### src/rtl/serial_tx.sv
// serial_tx: parallel-to-serial transmitter, LSB first.
// A word is accepted on a valid/ready handshake, shifted out with each bit
// held for CLKS_PER_BIT cycles while ena_o is high, followed by a single
// done_o pulse. All outputs come straight from flops.
//
// state   | meaning
// --------+-----------------------------------------------------------
// S_IDLE  | waiting for a word; ready_o high once out of reset
// S_SHIFT | frame in progress; ena_o high, data_o carries current bit
// S_DONE  | one-cycle done_o pulse after the last bit
module serial_tx #(
   parameter int DATA_WIDTH   = 10,
   parameter int CLKS_PER_BIT = 1
) (
   input  logic                  clk_i,
   input  logic                  rst_i,
   input  logic [DATA_WIDTH-1:0] data_i,
   input  logic                  valid_i,
   output logic                  ready_o,
   output logic                  data_o,
   output logic                  ena_o,
   output logic                  done_o
);

   localparam int PW = (CLKS_PER_BIT > 1) ? $clog2(CLKS_PER_BIT) : 1;
   localparam int BW = $clog2(DATA_WIDTH);
   localparam logic [PW-1:0] P_LAST = PW'(CLKS_PER_BIT - 1);
   localparam logic [BW-1:0] B_LAST = BW'(DATA_WIDTH - 1);

   typedef enum logic [1:0] {
      S_IDLE  = 2'd0,
      S_SHIFT = 2'd1,
      S_DONE  = 2'd2
   } state_t;

   state_t                state_q, state_d;
   logic [DATA_WIDTH-1:0] shreg_q, shreg_d;
   logic [PW-1:0]         pcnt_q, pcnt_d;
   logic [BW-1:0]         bcnt_q, bcnt_d;
   logic                  ready_q, ready_d;
   logic                  data_q, data_d;
   logic                  ena_q, ena_d;
   logic                  done_q, done_d;
   logic                  accept;

   // ready_q is low in the first cycle after reset, so gating on it keeps a
   // handshake in that cycle from being taken.
   assign accept = (state_q == S_IDLE) && ready_q && valid_i;

   // State, datapath and output registers with synchronous active-low reset.
   always_ff @(posedge clk_i) begin
      if (!rst_i) begin
         state_q <= S_IDLE;
         shreg_q <= '0;
         pcnt_q  <= '0;
         bcnt_q  <= '0;
         ready_q <= 1'b0;
         data_q  <= 1'b0;
         ena_q   <= 1'b0;
         done_q  <= 1'b0;
      end else begin
         state_q <= state_d;
         shreg_q <= shreg_d;
         pcnt_q  <= pcnt_d;
         bcnt_q  <= bcnt_d;
         ready_q <= ready_d;
         data_q  <= data_d;
         ena_q   <= ena_d;
         done_q  <= done_d;
      end
   end

   // Next-state logic: handshake load, per-bit period counting and bit advance.
   always_comb begin
      state_d = state_q;
      shreg_d = shreg_q;
      pcnt_d  = pcnt_q;
      bcnt_d  = bcnt_q;
      case (state_q)
         S_IDLE: begin
            if (accept) begin
               shreg_d = data_i;
               pcnt_d  = '0;
               bcnt_d  = '0;
               state_d = S_SHIFT;
            end
         end
         S_SHIFT: begin
            if (pcnt_q == P_LAST) begin
               pcnt_d = '0;
               if (bcnt_q == B_LAST) begin
                  state_d = S_DONE;
               end else begin
                  bcnt_d  = bcnt_q + 1'b1;
                  shreg_d = shreg_q >> 1;
               end
            end else begin
               pcnt_d = pcnt_q + 1'b1;
            end
         end
         S_DONE: begin
            state_d = S_IDLE;
         end
         default: begin
            state_d = S_IDLE;
         end
      endcase
   end

   // Output decode from the next state so every output leaves a flop.
   always_comb begin
      ready_d = (state_d == S_IDLE);
      ena_d   = (state_d == S_SHIFT);
      done_d  = (state_d == S_DONE);
      data_d  = ena_d & shreg_d[0];
   end

   assign ready_o = ready_q;
   assign data_o  = data_q;
   assign ena_o   = ena_q;
   assign done_o  = done_q;

endmodule

### config.mk
export PLATFORM = sky130hd
export DESIGN_NAME = serial_tx
export DESIGN_NICKNAME = d
export VERILOG_FILES = /design/src/rtl/serial_tx.sv
export SDC_FILE = /design/constraint.sdc
export NUM_CORES = 1
export LEC_CHECK = 0
export BUFFER_PORTS_ARGS = -buffer_cell sky130_fd_sc_hd__buf_4
export CORE_UTILIZATION = 51
export DETAILED_ROUTE_END_ITERATION = 10
export GPL_ROUTABILITY_DRIVEN = 1
export PLACE_DENSITY = 0.75
export SYNTH_ARGS = -nofsm -noshare
export SYNTH_HDL_FRONTEND = slang
export SYNTH_SLANG_ARGS = --single-unit
export TNS_END_PERCENT = 10
### constraint.sdc
create_clock -name clk_i -period 1.8 [get_ports clk_i]
set_input_delay 0.09 -clock clk_i [delete_from_list [all_inputs] [get_ports clk_i]]
set_output_delay 0.09 -clock clk_i [all_outputs]
set_load 0.02 [all_outputs]
== Word-level counts from Yosys, hierarchy flattened ==
Index checks and enable logic that the tools add are counted.

* Register bits: 21
* Bits in latches: 0
* Bits in writable memories: 0
* Memory bits (read-only): 0
* Input bits: 13
* Output and inout port bits: 4
* Logic and storage cells: 41
* Memories kept: 0

* Add/sub/neg operators: 2
* Multipliers: 0
* Divide/modulo/power cells: 0
* $lt $le $gt $ge: 0
* Eq/ne operators: 7
* Shift-type cells: 0
* Muxes and demuxes: 15
* Bitwise operators: 1
* Reduce and logical (&&, ||, !) cells: 7

{| class="wikitable"
|+ Operators by type and width
! cell !! number
|-
| 10-bit 2-to-1 mux || 3
|-
| 10-bit one-hot mux with 2 select lines || 1
|-
| 4-bit 2-to-1 mux || 3
|-
| 4-bit one-hot mux with 2 select lines || 1
|-
| 2-bit 2-to-1 mux || 3
|-
| 2-bit inequality test, second input constant || 3
|-
| 4-bit by 1-bit adder with 4-bit output, second input constant || 1
|-
| 2-bit by 1-bit == test with 1-bit output, second input constant || 2
|-
| 4-bit == test, second input constant || 1
|-
| 2-bit zero test || 2
|-
| 2-bit one-hot mux with 2 select lines || 1
|-
| 4-bit AND reduction || 1
|-
| 2-bit == test, second input constant || 1
|-
| 1-bit logical AND || 2
|-
| 1-bit 2-to-1 mux || 2
|-
| 1-bit one-hot mux with 2 select lines || 1
|-
| 2-bit AND reduction || 1
|-
| 2-bit nonzero test || 1
|-
| 1-bit adder, second input constant || 1
|-
| 1-bit bitwise AND || 1
|}

== Logic depth before layout (Yosys ltp) ==
Gate-level depths: netlist of run 1.

* Word-level depth: 7
* Depth in mapped cells: 6
* Gate-level depth less buffers: 5

== Worst setup path before layout of run 1 ==
Ideal clock, no wire load.

* Path kind: reg-to-reg
* From: register bcnt_q[1]
* To: register bcnt_q[2]
* Setup time: 80 ps
* Data arrival time: 1,362 ps
* Required time: 1,720 ps
* Slack: 358 ps
* Cell stages (with the launch flop): 6
* Buffers on the path: 0
* Clock period less this slack: 1,442 ps
* Cell sequence: dfxtp_1 inv_1 ha_1 and3b_1 or4_4 a211oi_2

* Word-level cells in the longest chain between the ends: 4
* Elaborated cells on any way between the ends: 7
* Those cells by class: 1 x add/sub; 2 x eq/ne; 3 x mux; 1 x reduce/logical

{| class="wikitable"
|+ Ends and longest elaborated chain
! item !! RTL line !! text
|-
| start: declaration || 39 || <nowiki>logic [BW-1:0] bcnt_q, bcnt_d;</nowiki>
|-
| start signal: assignment || 65 || <nowiki>bcnt_q <= bcnt_d;</nowiki>
|-
| 4-bit by 1-bit adder with 4-bit output || 94 || <nowiki>bcnt_d = bcnt_q + 1'b1;</nowiki>
|-
| 4-bit 2-to-1 mux || 91 || <nowiki>if (bcnt_q == B_LAST) begin</nowiki>
|-
| 4-bit 2-to-1 mux || 89 || <nowiki>if (pcnt_q == P_LAST) begin</nowiki>
|-
| 4-bit one-hot mux with 2 select lines || 79 || <nowiki>case (state_q)</nowiki>
|}

Parallel ways exist; a longest one is shown, timed or not. The select of a mux whose other input is x is not followed.
A chain may end at the register's enable or synchronous reset.

== Worst setup path after layout of run 1 ==
Same ends and word-level chain as after synthesis.

==> results of run 1 <==
==> final timing paths <==
kind | to | slack, ns | start
hold / removal | bcnt_q[0]$_SDFFE_PN0P_ | 0.05 | rst_i
setup / recovery | bcnt_q[2]$_SDFFE_PN0P_ | 0.30 | bcnt_q[1]$_SDFFE_PN0P_
hold reg to reg | shreg_q[1]$_SDFFE_PN0P_ | 0.52 | shreg_q[1]$_SDFFE_PN0P_
setup reg to reg | bcnt_q[2]$_SDFFE_PN0P_ | 0.30 | bcnt_q[1]$_SDFFE_PN0P_
==> kinds of logic (layout without fill, tap and decap cells) <==
family | Yosys count | after routing | synth area share (%)
compound gates | 33 | 33 | 28.4
fa+ha+maj | 2 | 2 | 3.02
buf+inv | 12 | 26 | 6.34
flops | 19 | 19 | 45.9
mux | 1 | 1 | 1.21
simple gates | 19 | 19 | 15.1
==> area by class of cell <==
cell class                      count  area, sq um
Clock buffer                        4         26.3
Timing Repair Buffer               19          143
Tap cell                           16         20.0
Fill cell                         140          531
Multi-Input combinational cell     55          395
Sequential cell                    19          380
Inverter                            3         11.3
==> layer usage <==
metal  track usage, %  routed length, microns  share of wire (%)
met1             26.9                     834                 47
met2             36.9                     841                 48
met3             3.02                      60                3.4
met4             11.9                      25                1.4
met5                0                       0                  0
==> state kept, by name, indices dropped and copies added (netlist names) <==
register / cells
shreg_q: 9
bcnt_q: 4
state_q: 2
data_o: 1
done_o: 1
ena_o: 1
ready_o: 1
==> synthesized netlist by cell type, drive strengths merged (2+ instances only) <==
library cell and n:
ha 2, or3 2, buf 3, nor2 3, o211ai 10, inv 3, a21oi 11, dfxtp 19
a32oi 9, nor3 3, clkbuf 6
==> where the power goes <==
group          switching [mW]  leakage [nW]  internal (mW)
combinational          0.0607         0.193         0.0487
clock                   0.126        0.0150         0.0860
sequential             0.0132         0.155          0.441
==> per-stage QoR <==
| stage | hold WS, ns | utilization, % | worst slack [ns] |
|---|---|---|---|
| after floorplan | 0.223 | - | 0.358 |
| after global placement | 0.321 | 63.0 | 0.371 |
| after detailed placement | 0.352 | 63.0 | 0.317 |
| after CTS | 0.0428 | 64.8 | 0.293 |
| after global routing | 0.0444 | 64.8 | 0.215 |
| final | 0.0501 | 64.8 | 0.303 |
==> flow_summary.json, run 1 <==
{
  "crit_chain": "inv_1 > ha_1 > and3b_1 > or4_4 > a211oi_2",
  "cp_max_fo": 4,
  "area_growth_pct": 17.8,
  "vias": 740,
  "worstSkewPairLatency_ns": 0.29,
  "report.final.slew_viol_count": 0,
  "ant_nets": 0,
  "path_clk_slew_ns": 0.10,
  "cts_max_path_buffers": 2,
  "syn_nets": 101,
  "dpl-instance-area_sq_um": 950,
  "cp_slowest_stage_delay_ns": 0.41,
  "overflow": 0,
  "cts_tree": "yes",
  "vdd_ir_drop_max_uv": 495,
  "dr.pass1.iters": 4,
  "synth-main-ff-cell": "dfxtp_1",
  "grt_pass1_wl_mm": 3.05,
  "synth_seq_cells": 19,
  "final-setup-viol-count": 0,
  "synth_cell_type_count": 28,
  "cp-start-kind": "flop",
  "antenna_found_initial": 0,
  "port_buffers": 16,
  "async_flop_share_pct": 0,
  "netlist_area_sq_um": 828,
  "hold_buffers": 0,
  "fmax_mhz": 668,
  "synthDominantCellAreaShare_pct": 45.9,
  "cp_slowest_cell": "or4_4",
  "holdPathStages": 2,
  "drc": 0,
  "hp-class": "input pin to flop",
  "final.setup.tns_ns": 0,
  "avgSynthCellArea_sq_um": 9.63,
  "wl_mm": 1.76,
  "row_count": 14,
  "crit_family": "simple AND/OR/NAND/NOR gates",
  "post_cts_buffers": 0,
  "clkSinkCount": 19,
  "path_class": "flop to flop",
  "seq_area_frac_synth_pct": 45.9,
  "grt_max_degree": 20,
  "drt-initial-drc-count": 15,
  "place_inst": 112,
  "reg2reg_depth": 5,
  "detail_route.wl_per_cell_microns": 15.2,
  "finalCritPeriodShare_pct": 83.1,
  "max_slew_margin_pct": 60.4,
  "yosys.area.top_type": "dfxtp_1",
  "tightest_slew_ns": 0.593,
  "cts_resized": 0,
  "crit_required_ns": 2.01,
  "track_usage_pct": 22.0,
  "cts_buffers": 3,
  "rsz0062_at_grt": "no",
  "viasPerCell": 6.38,
  "gp_congestion": 0.723,
  "critPathBufInv": 1,
  "status": "completed",
  "final_cell_mix": "19 x dfxtp_1, 19 x buf_4, 11 x a21oi_1",
  "p_per_area_mw_per_mm2": 794,
  "synth.area.top_cells": "dfxtp_1 46%, a32oi_1 9.5%, o211ai_1 9.1%",
  "synthCells": 86,
  "min_period_ns": 1.50,
  "cts-root-buf": "clkbuf_4",
  "die_width_microns": 42.3,
  "fin_cells": 116,
  "dieArea_sq_mm": 0.00179,
  "final-hold-violation-count": 0,
  "synth_enable_flop_cells": 0,
  "endpoint_kind": "flop",
  "ioPinCount": 17,
  "antenna_cells": 0,
  "core-area_sq_mm": 0.00151,
  "grt_pass1_vias": 711,
  "power.total_uw": 775,
  "crit_cells": 5,
  "worstPathArrival_ns": 1.71,
  "final_design_area_no_fill_sq_um": 976,
  "hpwlAfterDp_mm": 1.20,
  "fin_skew_ns": 0.00297,
  "p_leak_nw": 0.363,
  "cap_violations": 0,
  "htreeDepth": 1,
  "initial_utilization_pct": 55.0,
  "drive_gt1_share_pct": 26.0,
  "chipHeight_microns": 42.3,
  "finalNetCount": 116,
  "yosys_warnings": 0
}
Note: power is estimated with default switching activity, not from simulation.
==> run 2: changes to the inputs <==
clock period = 1.4 ns   (was 1.8 ns; I/O delays follow)
==> flow_summary.json, run 2 (synthesis results as in run 1) <==
{
  "status": "complete, but fails checks",
  "failed_checks": "setup timing",
  "finalNetCount": 126,
  "cap_violations": 0,
  "cts_buffers": 3,
  "vdd_ir_drop_max_uv": 714,
  "max_slew_margin_pct": 75.8,
  "antenna_found_initial": 0,
  "holdPathStages": 3,
  "p_per_area_mw_per_mm2": 950,
  "detail_route.wl_per_cell_microns": 14.5,
  "row_count": 14,
  "path_clk_slew_ns": 0.10,
  "drive_gt1_share_pct": 37.3,
  "regMostFlops": "shreg_q",
  "reg2reg_depth": 5,
  "htreeDepth": 1,
  "die_width_microns": 42.3,
  "worstPathArrival_ns": 1.66,
  "crit_chain": "inv_2 > ha_4 > and3b_2 > or4_4 > a211oi_2",
  "p_int_uw": 753,
  "finalCritPeriodShare_pct": 103,
  "nFillCells": 120,
  "vias": 748,
  "viasPerCell": 5.94,
  "hp-class": "input pin to flop",
  "cp_slowest_stage_delay_ns": 0.42,
  "ant_nets": 0,
  "final-setup-viol-count": 2,
  "grt_pass1_wl_mm": 3.08,
  "p_clk_share_pct": 26.9,
  "drc": 0,
  "wl_mm": 1.83,
  "crit_family": "simple AND/OR/NAND/NOR gates",
  "gp_congestion": 0.720,
  "crit-reg2reg-launch": "bcnt_q[1]$_SDFFE_PN0P_",
  "top_regs": "shreg_q (9), bcnt_q (4), state_q (2)",
  "dieArea_sq_mm": 0.00179,
  "area_growth_pct": 29.8,
  "overflow": 0,
  "dr.pass1.iters": 4,
  "core-area_sq_mm": 0.00151,
  "hold_start": "data_i[9]",
  "chipHeight_microns": 42.3,
  "clkSinkCount": 19,
  "cp_slowest_cell": "or4_4",
  "min_period_ns": 1.44,
  "report.final.slew_viol_count": 0,
  "cts-root-buf": "clkbuf_4",
  "cp-start-kind": "flop",
  "ioPinCount": 17,
  "endpoint_kind": "flop",
  "switching_share_pct": 26.2,
  "hpwlAfterDp_mm": 1.32,
  "fin_skew_ns": 0.00477,
  "rsz0062_at_grt": "yes",
  "final.setup.tns_ns": -0.0429,
  "combPwrFrac_pct": 15.8,
  "final-hold-violation-count": 0,
  "tightest_slew_ns": 0.363,
  "pwr-share-seq_pct": 57.3,
  "startpoint": "bcnt_q[1]$_SDFFE_PN0P_",
  "dpl-instance-area_sq_mm": 0.00101,
  "track_usage_pct": 22.3,
  "final_cell_mix": "27 x buf_4, 17 x dfxtp_1, 11 x a21oi_1",
  "timing.hold.ws_ns": 0.0199,
  "initial_utilization_pct": 55.0,
  "cts_tree": "yes",
  "fmax_mhz": 694,
  "path_class": "flop to flop",
  "grt_max_degree": 13,
  "crit_cells": 5,
  "antenna_cells": 0,
  "largest_reg_flops": 9,
  "utilization_pct": 71.3,
  "power_switching_uw": 268,
  "worstSkewPairLatency_ns": 0.29,
  "grt_pass1_vias": 710,
  "crit_required_ns": 1.62,
  "port_buffers": 16,
  "cts_max_path_buffers": 2,
  "final_design_area_no_fill_sq_mm": 0.00107,
  "p_leak_nw": 0.416,
  "critPathBufInv": 1,
  "cp_max_fo": 3,
  "layout_commonest_cell": "buf_4",
  "fin_ws_ns": -0.0410,
  "drt-initial-drc-count": 5
}
## run 2: cell types whose count changed in the layout (fill, tap and decap cells not counted), sizes merged
cell,change
clkinv,+1
clkbuf,-1
buf,+9
dlygate4sd3,+1
## run 2: timing repair
| item | in CTS | in global routing |
|---|---|---|
| setup buffers | 1 | 0 |
| endpoints found under the setup margin | 2 | 6 |
| endpoints found under the hold margin | 1 | 0 |
| hold buffers | 1 | 0 |
| pin swaps | 0 | 3 |
| resized for setup | 4 | 1 |
## run 2: final timing paths
path | slack (ns) | end
max | -0.04 | bcnt_q[2]$_SDFFE_PN0P_
min | 0.02 | shreg_q[9]$_SDFFE_PN0P_
max reg2reg | -0.04 | bcnt_q[2]$_SDFFE_PN0P_
min reg2reg | 0.51 | shreg_q[9]$_SDFFE_PN0P_
## run 2: layer usage
layer	global-route usage [%]	part of all wire, %	up-vias
met2	34.2	50	13
met5	0	0	-
met3	3.45	3.0	2
met4	14.4	0.55	0
met1	29.0	47	352
li1	-	-	381
## run 2: power by group through the flow
| stage | Clock (mW) | Combinational [mW] | Sequential, mW |
|---|---|---|---|
| final | 0.274 | 0.161 | 0.586 |
| after global routing | 0.302 | 0.179 | 0.589 |
| after CTS | 0.287 | 0.161 | 0.585 |
| after detailed placement | 0 | 0.155 | 0.596 |
| after global placement | 0 | 0.154 | 0.594 |
| after floorplan | 0 | 0.0841 | 0.600 |
## run 2: cell type report
cell class                      instances  area, sq um  area share [%]
Tap cell                               16         20.0            1.86
Inverter                                3         11.3            1.05
Multi-Input combinational cell         55          409            38.1
Timing Repair Buffer                   29          224            20.8
Clock inverter                          1         5.00           0.466
Clock buffer                            3         22.5            2.10
Sequential cell                        19          383            35.6
## run 2: per-stage QoR
step | total power [mW] | worst slack, ns | instances
global placement | 0.748 | 0.0000888 | 120
global route | 1.07 | -0.0619 | 126
floorplan | 0.684 | 0.00461 | 86
detailed placement | 0.751 | -0.0578 | 120
CTS | 1.03 | -0.0285 | 126
finish | 1.02 | -0.0410 | 126
## run 2: worst register-to-register path: cells and delay by family (launching register included)
kind            cells  cell delay, ns
compound gates      1            0.18
simple gates        2            0.64
flops               1            0.36
buf+inv             1            0.05
fa+ha+maj           1            0.15
==> run 3: changes to the inputs <==
CTS_CLUSTER_DIAMETER = 200   (was default)
GPL_TIMING_DRIVEN = 0   (was default)
==> flow_summary.json, run 3 (synthesis results as in run 1) <==
{
  "final_design_area_no_fill_sq_mm": 0.00104,
  "min_period_ns": 1.48,
  "final-setup-viol-count": 1,
  "htreeDepth": 1,
  "cp_max_fo": 5,
  "vdd_ir_drop_max_uv": 720,
  "r2r_setup_slack_ns": -0.08,
  "path_class": "flop to flop",
  "track_usage_pct": 26.3,
  "die_width_microns": 42.3,
  "ioPinCount": 17,
  "antenna_cells": 0,
  "gp_congestion": 0.705,
  "report.final.slew_viol_count": 0,
  "dpl-instance-area_sq_um": 971,
  "status": "complete, but fails checks",
  "max_slew_margin_pct": 68.5,
  "overflow": 0,
  "vias": 774,
  "cap_violations": 0,
  "dieArea_sq_mm": 0.00179,
  "drc": 0,
  "tightest_slew_ns": 0.473,
  "top_regs": "shreg_q (9), bcnt_q (4), state_q (2)",
  "p_leak_nw": 0.390,
  "drive_gt1_share_pct": 32.4,
  "wl_mm": 2.05,
  "core-area_sq_mm": 0.00151,
  "final-hold-violation-count": 0,
  "hpwlAfterDp_mm": 1.38,
  "detail_route.wl_per_cell_microns": 16.5,
  "path_clk_slew_ns": 0.10,
  "worstPathArrival_ns": 1.71,
  "area_growth_pct": 25.2,
  "ant_nets": 0,
  "cts_max_path_buffers": 2,
  "dr.pass1.iters": 4,
  "antenna_found_initial": 0,
  "worstSkewPairLatency_ns": 0.30,
  "row_count": 14,
  "regMostFlops": "shreg_q",
  "failed_checks": "setup timing",
  "grt_pass1_wl_mm": 3.41,
  "hp-class": "input pin to flop",
  "cts-root-buf": "clkbuf_4",
  "fmax_mhz": 675,
  "p_per_area_mw_per_mm2": 990,
  "final_cell_mix": "17 x dfxtp_1, 17 x buf_4, 11 x a21oi_1",
  "rsz0062_at_grt": "yes",
  "largest_reg_flops": 9,
  "cts_buffers": 3,
  "endpoint_kind": "flop",
  "port_buffers": 16,
  "fin_ws_ns": -0.0812,
  "finalCritPeriodShare_pct": 106,
  "grt_pass1_vias": 761,
  "fin_skew_ns": 0.000928,
  "crit_required_ns": 1.63,
  "clkSinkCount": 19,
  "cp-start-kind": "flop",
  "chipHeight_microns": 42.3,
  "dpl_worst_slack_ns": -0.127,
  "cts_tree": "yes",
  "drt-initial-drc-count": 21,
  "grt_max_degree": 11,
  "viasPerCell": 6.24,
  "initial_utilization_pct": 55.0,
  "finalNetCount": 124
}
run 3: path summary, 6_finish.rpt:
kind                                              start                      end  cells after the start
worst min register to register  shreg_q[4]$_SDFFE_PN0P_  shreg_q[4]$_SDFFE_PN0P_                      2
worst max-delay path             bcnt_q[1]$_SDFFE_PN0P_   bcnt_q[2]$_SDFFE_PN0P_                      5
worst max register to register   bcnt_q[1]$_SDFFE_PN0P_   bcnt_q[2]$_SDFFE_PN0P_                      5
worst min-delay path                          data_i[9]  shreg_q[9]$_SDFFE_PN0P_                      3
run 3: cell type report:
cell class | count | area, sq um
Multi-Input combinational cell | 55 | 409
Buffer | 9 | 47.5
Fill cell | 136 | 469
Inverter | 3 | 11.3
Tap cell | 16 | 20.0
Clock buffer | 4 | 26.3
Timing Repair Buffer | 18 | 138
Sequential cell | 19 | 385
run 3: per-stage QoR:
| step | setup TNS, ns | utilization [%] | power (mW) | std cells | hold WS [ns] |
|---|---|---|---|---|---|
| 4_1_cts | -0.0870 | 68.5 | 1.04 | 124 | 0.00766 |
| 6_report | -0.0812 | 68.9 | 1.03 | 124 | 0.0146 |
| 5_1_grt | -0.474 | 68.9 | 1.08 | 124 | 0.0201 |
| 3_3_place_gp | -0.950 | 64.5 | 0.743 | 118 | 0.299 |
| 2_1_floorplan | 0 | - | 0.684 | 86 | 0.203 |
| 3_5_place_dp | -1.04 | 64.5 | 0.747 | 118 | 0.328 |
run 3: what timing repair did:
item | 4_1_cts | 5_1_grt
hold endpoints to repair | 1 | 0
hold buffers | 1 | 0
resized for setup | 7 | 5
endpoints found under the setup margin | 11 | 12
buffers inserted | 1 | 0
run 3: critical path, stage by stage (launching register included):
cell and delay (ns):
dfxtp_2 0.35, inv_2 0.04, ha_4 0.15, and3b_2 0.23, or4_4 0.43, a211oi_2 0.20
run 3: metal layers:
metal | up-vias | global-route usage, % | share of wire, % | wire length (microns)
li1 | 376 | - | - | -
met1 | 365 | 29.6 | 44 | 899
met2 | 24 | 42.8 | 48 | 989
met3 | 9 | 6.03 | 3.7 | 75
met4 | 0 | 20.0 | 4.1 | 85
met5 | - | 0 | 0 | 0
run 3: power breakdown:
part	leakage, nW	total [mW]	internal (mW)	switching [mW]
clock network	0.0150	0.281	0.111	0.169
logic	0.219	0.160	0.0746	0.0856
registers	0.156	0.586	0.567	0.0186
